`src/rtl/mc_ctrl_if.sv`:
```
// Control bus between the multi-cycle control unit and the datapath.
// The master side is the control unit; the slave side is the datapath/IR/memory.
// Parameter CNT_W must match the control unit's retired-counter width.
interface mc_ctrl_if #(
    parameter int CNT_W = 16
);
    logic [5:0]       op;
    logic [5:0]       funct;
    logic             zero;
    logic             mem_ready;
    logic [2:0]       state;
    logic             pc_we;
    logic [1:0]       pc_sel;
    logic             ir_we;
    logic             mem_rd;
    logic             mem_wr;
    logic             reg_we;
    logic [1:0]       reg_dst;
    logic [1:0]       wb_sel;
    logic             alu_src;
    logic [1:0]       alu_op;
    logic             illegal;
    logic [CNT_W-1:0] retired;

    modport master (
        input  op, funct, zero, mem_ready,
        output state, pc_we, pc_sel, ir_we, mem_rd, mem_wr, reg_we,
               reg_dst, wb_sel, alu_src, alu_op, illegal, retired
    );

    modport slave (
        output op, funct, zero, mem_ready,
        input  state, pc_we, pc_sel, ir_we, mem_rd, mem_wr, reg_we,
               reg_dst, wb_sel, alu_src, alu_op, illegal, retired
    );
endinterface

```
`src/rtl/mc_ctrl.sv`:
```
// Multi-cycle MIPS-subset control FSM: FETCH/DECODE/EXEC/MEM/WB plus sticky TRAP.
// Strobes are combinational from state/op/funct/zero/mem_ready; state and retired count registered.
// FETCH and MEM hold (strobes asserted, no advance) while mem_ready is low when MEM_WAIT=1.
module mc_ctrl #(
    parameter int MEM_WAIT = 1,
    parameter int CNT_W    = 16,
    parameter int EN_J     = 1
) (
    input  logic     clk,
    input  logic     reset,
    mc_ctrl_if.master bus
);

    localparam logic [2:0] S_FETCH  = 3'd0;
    localparam logic [2:0] S_DECODE = 3'd1;
    localparam logic [2:0] S_EXEC   = 3'd2;
    localparam logic [2:0] S_MEM    = 3'd3;
    localparam logic [2:0] S_WB     = 3'd4;
    localparam logic [2:0] S_TRAP   = 3'd5;

    logic [2:0]       r_state;
    logic [2:0]       w_next;
    logic [CNT_W-1:0] r_retired;

    logic w_rdy;
    logic w_rtype, w_addu, w_subu, w_jr, w_ori, w_lw, w_sw, w_beq, w_lui, w_jal, w_j;
    logic w_legal;

    logic       w_pc_we, w_ir_we, w_mem_rd, w_mem_wr, w_reg_we, w_alu_src;
    logic [1:0] w_pc_sel, w_reg_dst, w_wb_sel, w_alu_op;

    // With MEM_WAIT=0 the memory is assumed to always complete in one cycle.
    assign w_rdy = (MEM_WAIT == 0) ? 1'b1 : bus.mem_ready;

    assign w_rtype = (bus.op == 6'b000000);
    assign w_addu  = w_rtype && (bus.funct == 6'b100001);
    assign w_subu  = w_rtype && (bus.funct == 6'b100011);
    assign w_jr    = w_rtype && (bus.funct == 6'b001000);
    assign w_ori   = (bus.op == 6'b001101);
    assign w_lw    = (bus.op == 6'b100011);
    assign w_sw    = (bus.op == 6'b101011);
    assign w_beq   = (bus.op == 6'b000100);
    assign w_lui   = (bus.op == 6'b001111);
    assign w_jal   = (bus.op == 6'b000011);
    assign w_j     = (EN_J != 0) && (bus.op == 6'b000010);
    assign w_legal = w_addu || w_subu || w_jr || w_ori || w_lw || w_sw ||
                     w_beq || w_lui || w_jal || w_j;

    // Next-state selection and per-state datapath strobes.
    always_comb begin
        w_next    = r_state;
        w_pc_we   = 1'b0;
        w_pc_sel  = 2'b00;
        w_ir_we   = 1'b0;
        w_mem_rd  = 1'b0;
        w_mem_wr  = 1'b0;
        w_reg_we  = 1'b0;
        w_reg_dst = 2'b00;
        w_wb_sel  = 2'b00;
        w_alu_src = 1'b0;
        w_alu_op  = 2'b00;
        case (r_state)
            S_FETCH: begin
                w_mem_rd = 1'b1;
                if (w_rdy) begin
                    w_ir_we = 1'b1;
                    w_pc_we = 1'b1;
                    w_next  = S_DECODE;
                end
            end
            S_DECODE: begin
                if (!w_legal) begin
                    w_next = S_TRAP;
                end else if (w_j) begin
                    w_pc_we  = 1'b1;
                    w_pc_sel = 2'b10;
                    w_next   = S_FETCH;
                end else if (w_jal) begin
                    w_next = S_WB;
                end else begin
                    w_next = S_EXEC;
                end
            end
            S_EXEC: begin
                w_next = S_WB;
                if (w_subu) begin
                    w_alu_op = 2'b01;
                end else if (w_ori) begin
                    w_alu_op  = 2'b10;
                    w_alu_src = 1'b1;
                end else if (w_lui) begin
                    w_alu_op  = 2'b11;
                    w_alu_src = 1'b1;
                end else if (w_lw || w_sw) begin
                    w_alu_src = 1'b1;
                    w_next    = S_MEM;
                end else if (w_beq) begin
                    w_alu_op = 2'b01;
                    w_pc_we  = bus.zero;
                    w_pc_sel = 2'b01;
                    w_next   = S_FETCH;
                end else if (w_jr) begin
                    w_pc_we  = 1'b1;
                    w_pc_sel = 2'b11;
                    w_next   = S_FETCH;
                end
            end
            S_MEM: begin
                // Request stays asserted across the stall; the access lands in the ready cycle.
                w_mem_rd = w_lw;
                w_mem_wr = w_sw;
                if (w_rdy) begin
                    w_next = w_lw ? S_WB : S_FETCH;
                end
            end
            S_WB: begin
                w_reg_we = 1'b1;
                w_next   = S_FETCH;
                if (w_ori || w_lui) begin
                    w_reg_dst = 2'b01;
                end else if (w_lw) begin
                    w_reg_dst = 2'b01;
                    w_wb_sel  = 2'b01;
                end else if (w_jal) begin
                    w_reg_dst = 2'b10;
                    w_wb_sel  = 2'b10;
                    w_pc_we   = 1'b1;
                    w_pc_sel  = 2'b10;
                end
            end
            S_TRAP: begin
                w_next = S_TRAP;
            end
            default: begin
                w_next = S_FETCH;
            end
        endcase
        // Nothing may write PC/IR/regs/memory while reset is held.
        if (reset) begin
            w_pc_we   = 1'b0;
            w_pc_sel  = 2'b00;
            w_ir_we   = 1'b0;
            w_mem_rd  = 1'b0;
            w_mem_wr  = 1'b0;
            w_reg_we  = 1'b0;
            w_reg_dst = 2'b00;
            w_wb_sel  = 2'b00;
            w_alu_src = 1'b0;
            w_alu_op  = 2'b00;
        end
    end

    // State register; reset wins over TRAP and any stall.
    always_ff @(posedge clk) begin
        if (reset) begin
            r_state <= S_FETCH;
        end else begin
            r_state <= w_next;
        end
    end

    // Retire count: one per return to FETCH from an instruction state, wrapping freely.
    always_ff @(posedge clk) begin
        if (reset) begin
            r_retired <= '0;
        end else if ((w_next == S_FETCH) && (r_state != S_FETCH) && (r_state != S_TRAP)) begin
            r_retired <= r_retired + 1'b1;
        end
    end

    assign bus.state   = r_state;
    assign bus.pc_we   = w_pc_we;
    assign bus.pc_sel  = w_pc_sel;
    assign bus.ir_we   = w_ir_we;
    assign bus.mem_rd  = w_mem_rd;
    assign bus.mem_wr  = w_mem_wr;
    assign bus.reg_we  = w_reg_we;
    assign bus.reg_dst = w_reg_dst;
    assign bus.wb_sel  = w_wb_sel;
    assign bus.alu_src = w_alu_src;
    assign bus.alu_op  = w_alu_op;
    assign bus.illegal = (r_state == S_TRAP);
    assign bus.retired = r_retired;

endmodule

```
`src/flat_wrapper.sv`:
```
// flat-port wrapper written by rule: the top's interface ports become plain ports
module mc_ctrl_flat 
#(
    parameter int MEM_WAIT = 1,
    parameter int CNT_W    = 16,
    parameter int EN_J     = 1
)
  (clk, reset, bus_op, bus_funct, bus_zero, bus_mem_ready, bus_state, bus_pc_we, bus_pc_sel, bus_ir_we, bus_mem_rd, bus_mem_wr, bus_reg_we, bus_reg_dst, bus_wb_sel, bus_alu_src, bus_alu_op, bus_illegal, bus_retired);
  mc_ctrl_if #(.CNT_W(CNT_W)) bus_i ();
  input  logic clk;
  input  logic reset;
  input wire logic [$bits(bus_i.op)-1:0] bus_op;
  input wire logic [$bits(bus_i.funct)-1:0] bus_funct;
  input wire logic [$bits(bus_i.zero)-1:0] bus_zero;
  input wire logic [$bits(bus_i.mem_ready)-1:0] bus_mem_ready;
  output wire logic [$bits(bus_i.state)-1:0] bus_state;
  output wire logic [$bits(bus_i.pc_we)-1:0] bus_pc_we;
  output wire logic [$bits(bus_i.pc_sel)-1:0] bus_pc_sel;
  output wire logic [$bits(bus_i.ir_we)-1:0] bus_ir_we;
  output wire logic [$bits(bus_i.mem_rd)-1:0] bus_mem_rd;
  output wire logic [$bits(bus_i.mem_wr)-1:0] bus_mem_wr;
  output wire logic [$bits(bus_i.reg_we)-1:0] bus_reg_we;
  output wire logic [$bits(bus_i.reg_dst)-1:0] bus_reg_dst;
  output wire logic [$bits(bus_i.wb_sel)-1:0] bus_wb_sel;
  output wire logic [$bits(bus_i.alu_src)-1:0] bus_alu_src;
  output wire logic [$bits(bus_i.alu_op)-1:0] bus_alu_op;
  output wire logic [$bits(bus_i.illegal)-1:0] bus_illegal;
  output wire logic [$bits(bus_i.retired)-1:0] bus_retired;
  assign bus_i.op = bus_op;
  assign bus_i.funct = bus_funct;
  assign bus_i.zero = bus_zero;
  assign bus_i.mem_ready = bus_mem_ready;
  assign bus_state = bus_i.state;
  assign bus_pc_we = bus_i.pc_we;
  assign bus_pc_sel = bus_i.pc_sel;
  assign bus_ir_we = bus_i.ir_we;
  assign bus_mem_rd = bus_i.mem_rd;
  assign bus_mem_wr = bus_i.mem_wr;
  assign bus_reg_we = bus_i.reg_we;
  assign bus_reg_dst = bus_i.reg_dst;
  assign bus_wb_sel = bus_i.wb_sel;
  assign bus_alu_src = bus_i.alu_src;
  assign bus_alu_op = bus_i.alu_op;
  assign bus_illegal = bus_i.illegal;
  assign bus_retired = bus_i.retired;
  mc_ctrl #(.MEM_WAIT(MEM_WAIT), .CNT_W(CNT_W), .EN_J(EN_J)) u_core (.clk(clk), .reset(reset), .bus(bus_i));
endmodule
```
`config.mk`:
```
export PLATFORM = sky130hd
export DESIGN_NAME = mc_ctrl_flat
export DESIGN_NICKNAME = d
export VERILOG_FILES = /design/src/rtl/mc_ctrl_if.sv /design/src/rtl/mc_ctrl.sv /design/src/flat_wrapper.sv
export SDC_FILE = /design/constraint.sdc
export NUM_CORES = 1
export LEC_CHECK = 0
export BUFFER_PORTS_ARGS = -buffer_cell sky130_fd_sc_hd__buf_2
export CAP_MARGIN = 10
export CORE_ASPECT_RATIO = 1.25
export CORE_MARGIN = 10
export CORE_UTILIZATION = 47
export DETAILED_ROUTE_END_ITERATION = 7
export PLACE_DENSITY_LB_ADDON = 0.08
export SLEW_MARGIN = 15
export SYNTH_ARGS = -nofsm -noshare
export SYNTH_HDL_FRONTEND = slang
export SYNTH_SLANG_ARGS = --single-unit
```
`constraint.sdc`:
```
create_clock -name clk -period 2.01 [get_ports clk]
set_input_delay 0.3015 -clock clk [delete_from_list [all_inputs] [get_ports clk]]
set_output_delay 0.3015 -clock clk [all_outputs]
set_load 0.05 [all_outputs]
```
==> Word-level counts from Yosys, hierarchy flattened <==
Index checks and enable logic that the tools add are counted.
{ "op_classes": {"addsub": 1, "eq_ne": 16, "n_mux": 68, "reduce_logical": 20} }
{ "ops": {"columns": ["operator", "count"], "rows": [
  ["$mux 2", 25],
  ["$mux 3", 12],
  ["$mux 1", 27],
  ["$eq 6x6->1 const B", 4],
  ["$eq 6x4->1 const B", 3],
  ["$add 16x1->16 const B", 1],
  ["$pmux 3 s5", 1],
  ["$eq 6x2->1 const B", 2],
  ["$logic_or 1x1->1", 11],
  ["$eq 3x2->1 const B", 2],
  ["$eq 3x3->1 const B", 2],
  ["$eq 6x3->1 const B", 1],
  ["$logic_not 3->1", 2],
  ["$logic_not 6->1", 1],
  ["$pmux 2 s3", 1],
  ["$logic_and 1x1->1", 5],
  ["$pmux 1 s4", 1],
  ["$eq 3x1->1 const B", 1],
  ["$ne 3x3->1 const B", 1],
  ["$reduce_bool 3->1", 1],
  ["$pmux 1 s2", 1]
]} }
{ "totals": {"register_bits": 19, "input_bits": 16, "output_inout_bits": 34} }

==> Longest topological paths before layout <==
Gate-level depths: netlist of the first run.
{ "logic_depth": {"depth_word": 16, "depth_mapped": 8, "mapped_depth_nobuf": 5} }

==> Worst setup path after synthesis of the first run <==
OpenSTA, ideal clock, no wires.
{ "synth_timing": {"path_type": "reg-to-output", "from": "reg u_core.r_state[2], in the netlist u_core.bus.state[2]", "to": "out bus_wb_sel[1]", "arrival_time_ns": 2.710, "t_required_ns": 1.709, "setup_slack_ns": -1.001, "path_stages_with_launch": 6, "cell_sequence": "dfxtp_1 buf_2 nor2b_1 nand2_1 nor3_1 buf_4"} }
{ "synth_via": {"elab_chain_len": 3} }
{ "synth_lines": {"columns": ["element", "line_no", "rtl"], "rows": [
  ["from (decl)", "mc_ctrl.sv:21", "logic [2:0] r_state;"],
  ["from (signal assigned)", "mc_ctrl.sv:158", "r_state <= w_next;"],
  ["$eq 3x3->1", "mc_ctrl.sv:62", "case (r_state)"],
  ["$mux 2", "mc_ctrl.sv:62", null],
  ["$mux 2", "mc_ctrl.sv:139", "if (reset) begin"],
  ["to (decl)", "flat_wrapper.sv:24", "output wire logic [$bits(bus_i.wb_sel)-1:0] bus_wb_sel;"]
]} }
No other way between the ends.

==> Worst setup path in the final report of the first run <==
{ "layout_timing": {"from": "in bus_op[5]", "to": "out bus_alu_src"} }
{ "layout_via": {"elab_chain_len": 8, "word_cells_on_any_way": 13, "classes_between": "eq/ne (4); mux (6); reduce/logical (3)"} }
{ "layout_lines": {"columns": ["element", "line_no", "rtl"], "rows": [
  ["from (decl)", "flat_wrapper.sv:12", "input wire logic [$bits(bus_i.op)-1:0] bus_op;"],
  ["$eq 6x6->1, on equally long branches", "mc_ctrl.sv:40, mc_ctrl.sv:41", null],
  ["$logic_or 1x1->1", "mc_ctrl.sv:94", "end else if (w_lw || w_sw) begin"],
  ["$mux 1", "mc_ctrl.sv:94", null],
  ["$mux 1", "mc_ctrl.sv:91", "end else if (w_lui) begin"],
  ["$mux 1", "mc_ctrl.sv:88", "end else if (w_ori) begin"],
  ["$mux 1 (*)", "mc_ctrl.sv:86", "if (w_subu) begin"],
  ["$mux 1 (*)", "mc_ctrl.sv:62", null],
  ["$mux 1 (*)", "mc_ctrl.sv:139", null],
  ["to (decl)", "flat_wrapper.sv:25", "output wire logic [$bits(bus_i.alu_src)-1:0] bus_alu_src;"]
]} }
Mark *: on every way between the ends. The rest lies on a longest branch, timed or not.

==> results of run 1 <==
## stage by stage
step | setup TNS, ns | setup WS (ns)
floorplan | -0.614 | -0.246
global placement | -1.73 | -0.131
detailed placement | -1.96 | -0.149
CTS | 0 | 0.00129
global route | -0.400 | -0.0671
finish | -0.0117 | -0.00679
## flip-flops by register name, indices dropped and copies added (netlist names)
signal and cells:
u_core.bus.retired 16, u_core.bus.state 3
## cell families after synthesis
| kind of cell | Yosys count | share of synthesized area (%) |
|---|---|---|
| and+or+nand+nor | 122 | 44.9 |
| buffers and inverters | 19 | 7.67 |
| adders and majority gates | 1 | 0.723 |
| AOI/OAI and AO/OA | 30 | 13.2 |
| muxes | 15 | 11.5 |
| DFF | 19 | 22.0 |
## where the power goes
part / leakage, nW / switching (mW) / internal, mW
Combinational: 0.888 / 0.220 / 0.154
Clock: 0.0228 / 0.127 / 0.141
Sequential: 0.157 / 0.0239 / 0.386
## area by class of cell
| class | instances | area, um^2 |
|---|---|---|
| multi-input combinational | 168 | 1440 |
| fill | 296 | 997 |
| timing repair buffer | 83 | 574 |
| sequential | 19 | 395 |
| tap | 39 | 48.8 |
| clock buffer | 4 | 45.0 |
| inverter | 3 | 11.3 |
## cell usage after synthesis (all sizes together)
cell type	number	area share [%]
a211oi	3	1.3
nand4	6	2.2
a21oi	8	2.3
o41a	1	0.65
o21ai	6	1.7
nand2b	3	1.1
nor3	4	1.2
and2	3	1.1
or2	3	1.1
a31oi	1	0.36
or4b	1	0.58
a41o	1	0.58
and3	9	3.3
inv	3	0.65
o32ai	2	1.4
nor2b	18	6.5
a32oi	1	0.51
buf	12	5.9
nor2	23	5.1
nand3	11	3.2
or4	3	1.5
nor4b	3	2.4
dfxtp	19	22
ha	1	0.72
and4	1	0.51
clkbuf	4	1.1
o31ai	2	0.87
mux2	15	12
a21o	1	0.43
nor3b	2	0.87
nor4	18	9.8
a221oi	2	2.0
and3b	3	1.5
nand2	10	2.6
or3	1	0.36
a221o	1	0.58
o21a	1	0.43
## cell usage in the layout, fill, tap and decap left out, types with 5 or more instances in the layout
cell type / Yosys / routed
buf_4: 2 / 32
nor4_2: 9 / 12
nor2_1: 22 / 21
mux2_2: 7 / 6
nand3_1: 11 / 10
nand2_1: 9 / 8
o21ai_0: 6 / 5
a21oi_1: 8 / 8
nor2b_1: 18 / 15
and3_1: 8 / 8
buf_2: 3 / 42
mux2_4: 8 / 9
nand4_1: 6 / 6
dfxtp_1: 19 / 13
## repair_timing
action / in CTS / in global routing
pin swaps: 4 / 4
setup buffers: 2 / 4
hold buffers: 0 / 0
setup endpoints to repair: 3 / 14
resized for setup: 14 / 21
cloned: 0 / 0
## metal layers
metal / up-vias / GRT usage, % / part of all wire, %
met5: - / 0 / 0
met4: 0 / 6.33 / 1.8
met3: 8 / 2.94 / 6.1
met2: 48 / 28.6 / 53
met1: 866 / 17.2 / 39
li1: 908 / - / -
## worst max-delay path, stage by stage
cell	delay, ns
buf_8	0.11
nor4_4	0.42
and2_4	0.25
nand3_1	0.16
nand3_2	0.18
a211oi_2	0.06
clkbuf_4	0.23
## worst paths after layout
path                         start                endpoint  slack, ns  cells past startpoint
max                      bus_op[5]             bus_alu_src     -0.007                      7
min                  bus_mem_ready     u_core.bus.state[0]       0.51                      4
max reg2reg    u_core.bus.state[0]  u_core.bus.retired[10]       0.08                      6
min reg2reg  u_core.bus.retired[1]   u_core.bus.retired[1]       0.57                      2
==> impl_metrics.ini, run 1 <==
[global_routing]
grt_pass1_wl_um = 8510
gr-total-overflow = 0
grt_max_degree = 21
antenna_found_initial = 0
grt_pass1_vias = 1817
grt_use_total_pct = 15.7

[sta]
max_freq_mhz = 496
worst_pin_slew_ns = 0.476
relSlewSlack_pct = 68.0
hold_violations = 0
layout_setup_ws_ns = -0.00679
holdWs_ns = 0.512
post-route-period-util_pct = 100
fin_crit_ns = 2.02
slew_viol_final = 0
skew_ns = 0.00567
rsz0062_at_grt = yes
setup_viol = 2

[die]
num_rows = 24
die_area_um2 = 6520
start_util_pct = 49.2
die_h_um = 87.8
die_w_um = 74.3
core_area_um2 = 3510
num_io_pins = 50

[clock_network]
numCtsBuffers = 3
root_buffer = clkbuf_8
tritoncts = done
cts_sinks = 19
clk_latency_ns = 0.26
max-clock-path-buffers = 2
h-tree-depth = 1
clkTransAtPathRegs_ns = 0.07

[drt]
detail_route.drc_violations = 0
routed_wl_um = 5210
dr.pass1.iters = 4
num_vias = 1830
viasPerCell = 5.79
postRouteAntennaNets = 0
drt_iter0_drc = 69
post_drt_wl_per_cell_um = 16.5

[synthesis]
yosys_warnings = 0
syn_avg_cell_area_um2 = 8.39
syn-cell-area_um2 = 1730
syn_inst = 206
yosysUniqueCellTypes = 51
synth-seq-cells = 19
syn_nets = 223
ys_seq_area_share_pct = 22.0

[setup_path]
worstSetupStartpointType = primary input
cp.arrival_ns = 1.72
path_max_fanout = 5
crit_type = primary input to output pin
required_ns = 1.71
end_kind = output pin

[placed_design]
dpl-instance-area_um2 = 2280
io_buffers = 49
dp_hpwl_um = 3920
place_congestion = 0.868
dp.cells = 306

[power_and_ir_drop]
ir_worst_vdd_mv = 0.506
finalPower_mw = 1.05
leakage_nw = 1.07
power_density_nw_per_um2 = 418

[flow_run]
drv_cap = 0

[cells_and_area]
finalNonFillerCells = 316
layout-drive-gt1-share_pct = 54.9
final_util_pct = 71.6
fin_nets = 295
stdcell_area_um2 = 2520
area_growth_pct = 45.5
antenna_cells = 0

[status]
violations = negative setup slack
status = finished, violations left

[min_path]
hp-class = primary input to register
No activity file was read; power rests on OpenSTA's default activity.
==> inputs of run 2 (changes only) <==
==> constraint.sdc (replaced) <==
create_clock -name clk -period 1.6 [get_ports clk]
set_input_delay 0.24 -clock clk [delete_from_list [all_inputs] [get_ports clk]]
set_output_delay 0.24 -clock clk [all_outputs]
set_load 0.05 [all_outputs]
==> run 2 against run 1 <==
Net effect:
- the run still ends with negative setup slack left
- global-route usage grew 4.9 points
- highest routed layer unchanged
- critical path depth grew 1
- sequential cell count is the same
- combinational power grew 91%
- hold slack lost 0.094 ns
- via count grew 33%
- clock skew shrank 0.0033 ns
- critical path type is now register to output pin
- final cell count grew 13%
- total power grew 48%
- register-to-register slack lost 0.56 ns
==> impl_metrics.ini, run 2 (synthesis results as in run 1) <==
[flow_run]
drv_cap = 0

[setup_path]
rr_worst_depth = 6
worstSetupStartpointType = register
r2r_setup_slack_ns = -0.48
path_max_fanout = 3
end_kind = output pin
cp.arrival_ns = 1.94
r2r_end = u_core.bus.retired[4]
required_ns = 1.36
r2r_start = u_core.bus.state[0]
crit_type = register to output pin

[clock_network]
cts_sinks = 19
h-tree-depth = 1
root_buffer = clkbuf_8
clk_latency_ns = 0.26
max-clock-path-buffers = 2
numCtsBuffers = 3
tritoncts = done
clkTransAtPathRegs_ns = 0.07

[placed_design]
io_buffers = 49
dp_hpwl_um = 4340
place_congestion = 0.858
dp.cells = 337

[drt]
detail_route.drc_violations = 0
num_vias = 2440
viasPerCell = 6.85
postRouteAntennaNets = 0
post_drt_wl_per_cell_um = 26.5
dr.pass1.iters = 4
routed_wl_um = 9450
drt_iter0_drc = 199

[cells_and_area]
fillCellCount = 123
finalNonFillerCells = 356
area_growth_pct = 90.1
mostFrequentLayoutCell = buf_4
largest_register_ffs = 16
antenna_cells = 0
layout-drive-gt1-share_pct = 68.5
final_cell_mix = buf_4, buf_2, buf_6, nor2_1, nor4_4
fin_nets = 335
final_util_pct = 93.6

[sta]
worst_pin_slew_ns = 0.651
fin_crit_ns = 2.18
holdWs_ns = 0.419
max_freq_mhz = 458
post-route-period-util_pct = 136
layout_setup_ws_ns = -0.581
slew_viol_final = 0
rsz0062_at_grt = yes
hold_violations = 0
setup_viol = 33
skew_ns = 0.00237
relSlewSlack_pct = 56.1

[global_routing]
grt_use_total_pct = 20.6
grt_pass1_wl_um = 10900
gr-total-overflow = 0
antenna_found_initial = 0
grt_pass1_vias = 2258
grt_max_degree = 20

[die]
core_area_um2 = 3510
num_io_pins = 50
die_w_um = 74.3
die_area_um2 = 6520
num_rows = 24
die_h_um = 87.8
start_util_pct = 49.2

[power_and_ir_drop]
finalPower_mw = 1.55
ir_worst_vdd_mv = 0.633
leakage_nw = 1.38
power_density_nw_per_um2 = 473

[min_path]
holdPathEnd = u_core.bus.state[1]
min_from = reset
hp-class = primary input to register
hold_path_depth = 3

[status]
violations = negative setup slack
status = finished, violations left
run 2: cell count changes in the layout (fill, tap and decap cells not counted), sizes merged:
cell	delta
buf	+40
run 2: how the worst max path moves through the flow:
| stage | startpoint | endpoint | slack (ns) | cells after the start |
|---|---|---|---|---|
| after CTS | u_core.bus.state[0] | bus_pc_sel[1] | -0.43 | 8 |
| final | u_core.bus.state[0] | bus_pc_sel[1] | -0.58 | 8 |
| after global placement | bus_op[2] | u_core.bus.retired[13] | -0.64 | 6 |
| after global routing | u_core.bus.state[0] | bus_pc_sel[1] | -0.59 | 8 |
| after detailed placement | bus_op[2] | u_core.bus.retired[9] | -0.67 | 6 |
| after floorplan | u_core.bus.state[0] | u_core.bus.retired[10] | -0.44 | 6 |
run 2: layer usage:
layer	track usage, %	part of all wire (%)
met1	19.9	33
met2	40.5	50
met3	3.17	8.1
met4	9.33	9.1
met5	0	0
run 2: critical path, cell delays in order, from the launching register on:
cell and delay (ns):
dfxtp_4 0.36, buf_6 0.12, buf_6 0.12, nor2_4 0.14, nand2_4 0.09, a31oi_4 0.19
nand2_2 0.11, a221oi_4 0.33, buf_6 0.21
run 2: through the flow:
stage / setup slack, ns / cell area [um^2] / TNS, ns
after floorplan: -0.444 / 1980 / -7.91
after global placement: -0.640 / 2610 / -14.13
after detailed placement: -0.668 / 2610 / -14.74
after CTS: -0.431 / 3060 / -7.64
after global routing: -0.586 / 3290 / -12.66
final: -0.581 / 3290 / -11.58
run 2: cell type report:
cell class                      count  area, um^2  share of cell area [%]
Clock buffer                        4        45.0                    1.37
Inverter                            3        11.3                   0.343
Multi-Input combinational cell    168        1740                    53.0
Sequential cell                    19         402                    12.2
Tap cell                           39        48.8                    1.48
Timing Repair Buffer              123        1040                    31.6
run 2: power breakdown:
part           leakage (nW)  switching [mW]  internal (mW)
registers             0.158          0.0173          0.481
logic                  1.20           0.425          0.290
clock network        0.0228           0.162          0.178
total                  1.38           0.605          0.949
run 2: repair_timing:
item	CTS	global route
setup endpoints to repair	31	32
cloned	0	3
buffers inserted	7	6
resized for setup	74	32
hold buffers	0	0
pin swaps	12	16
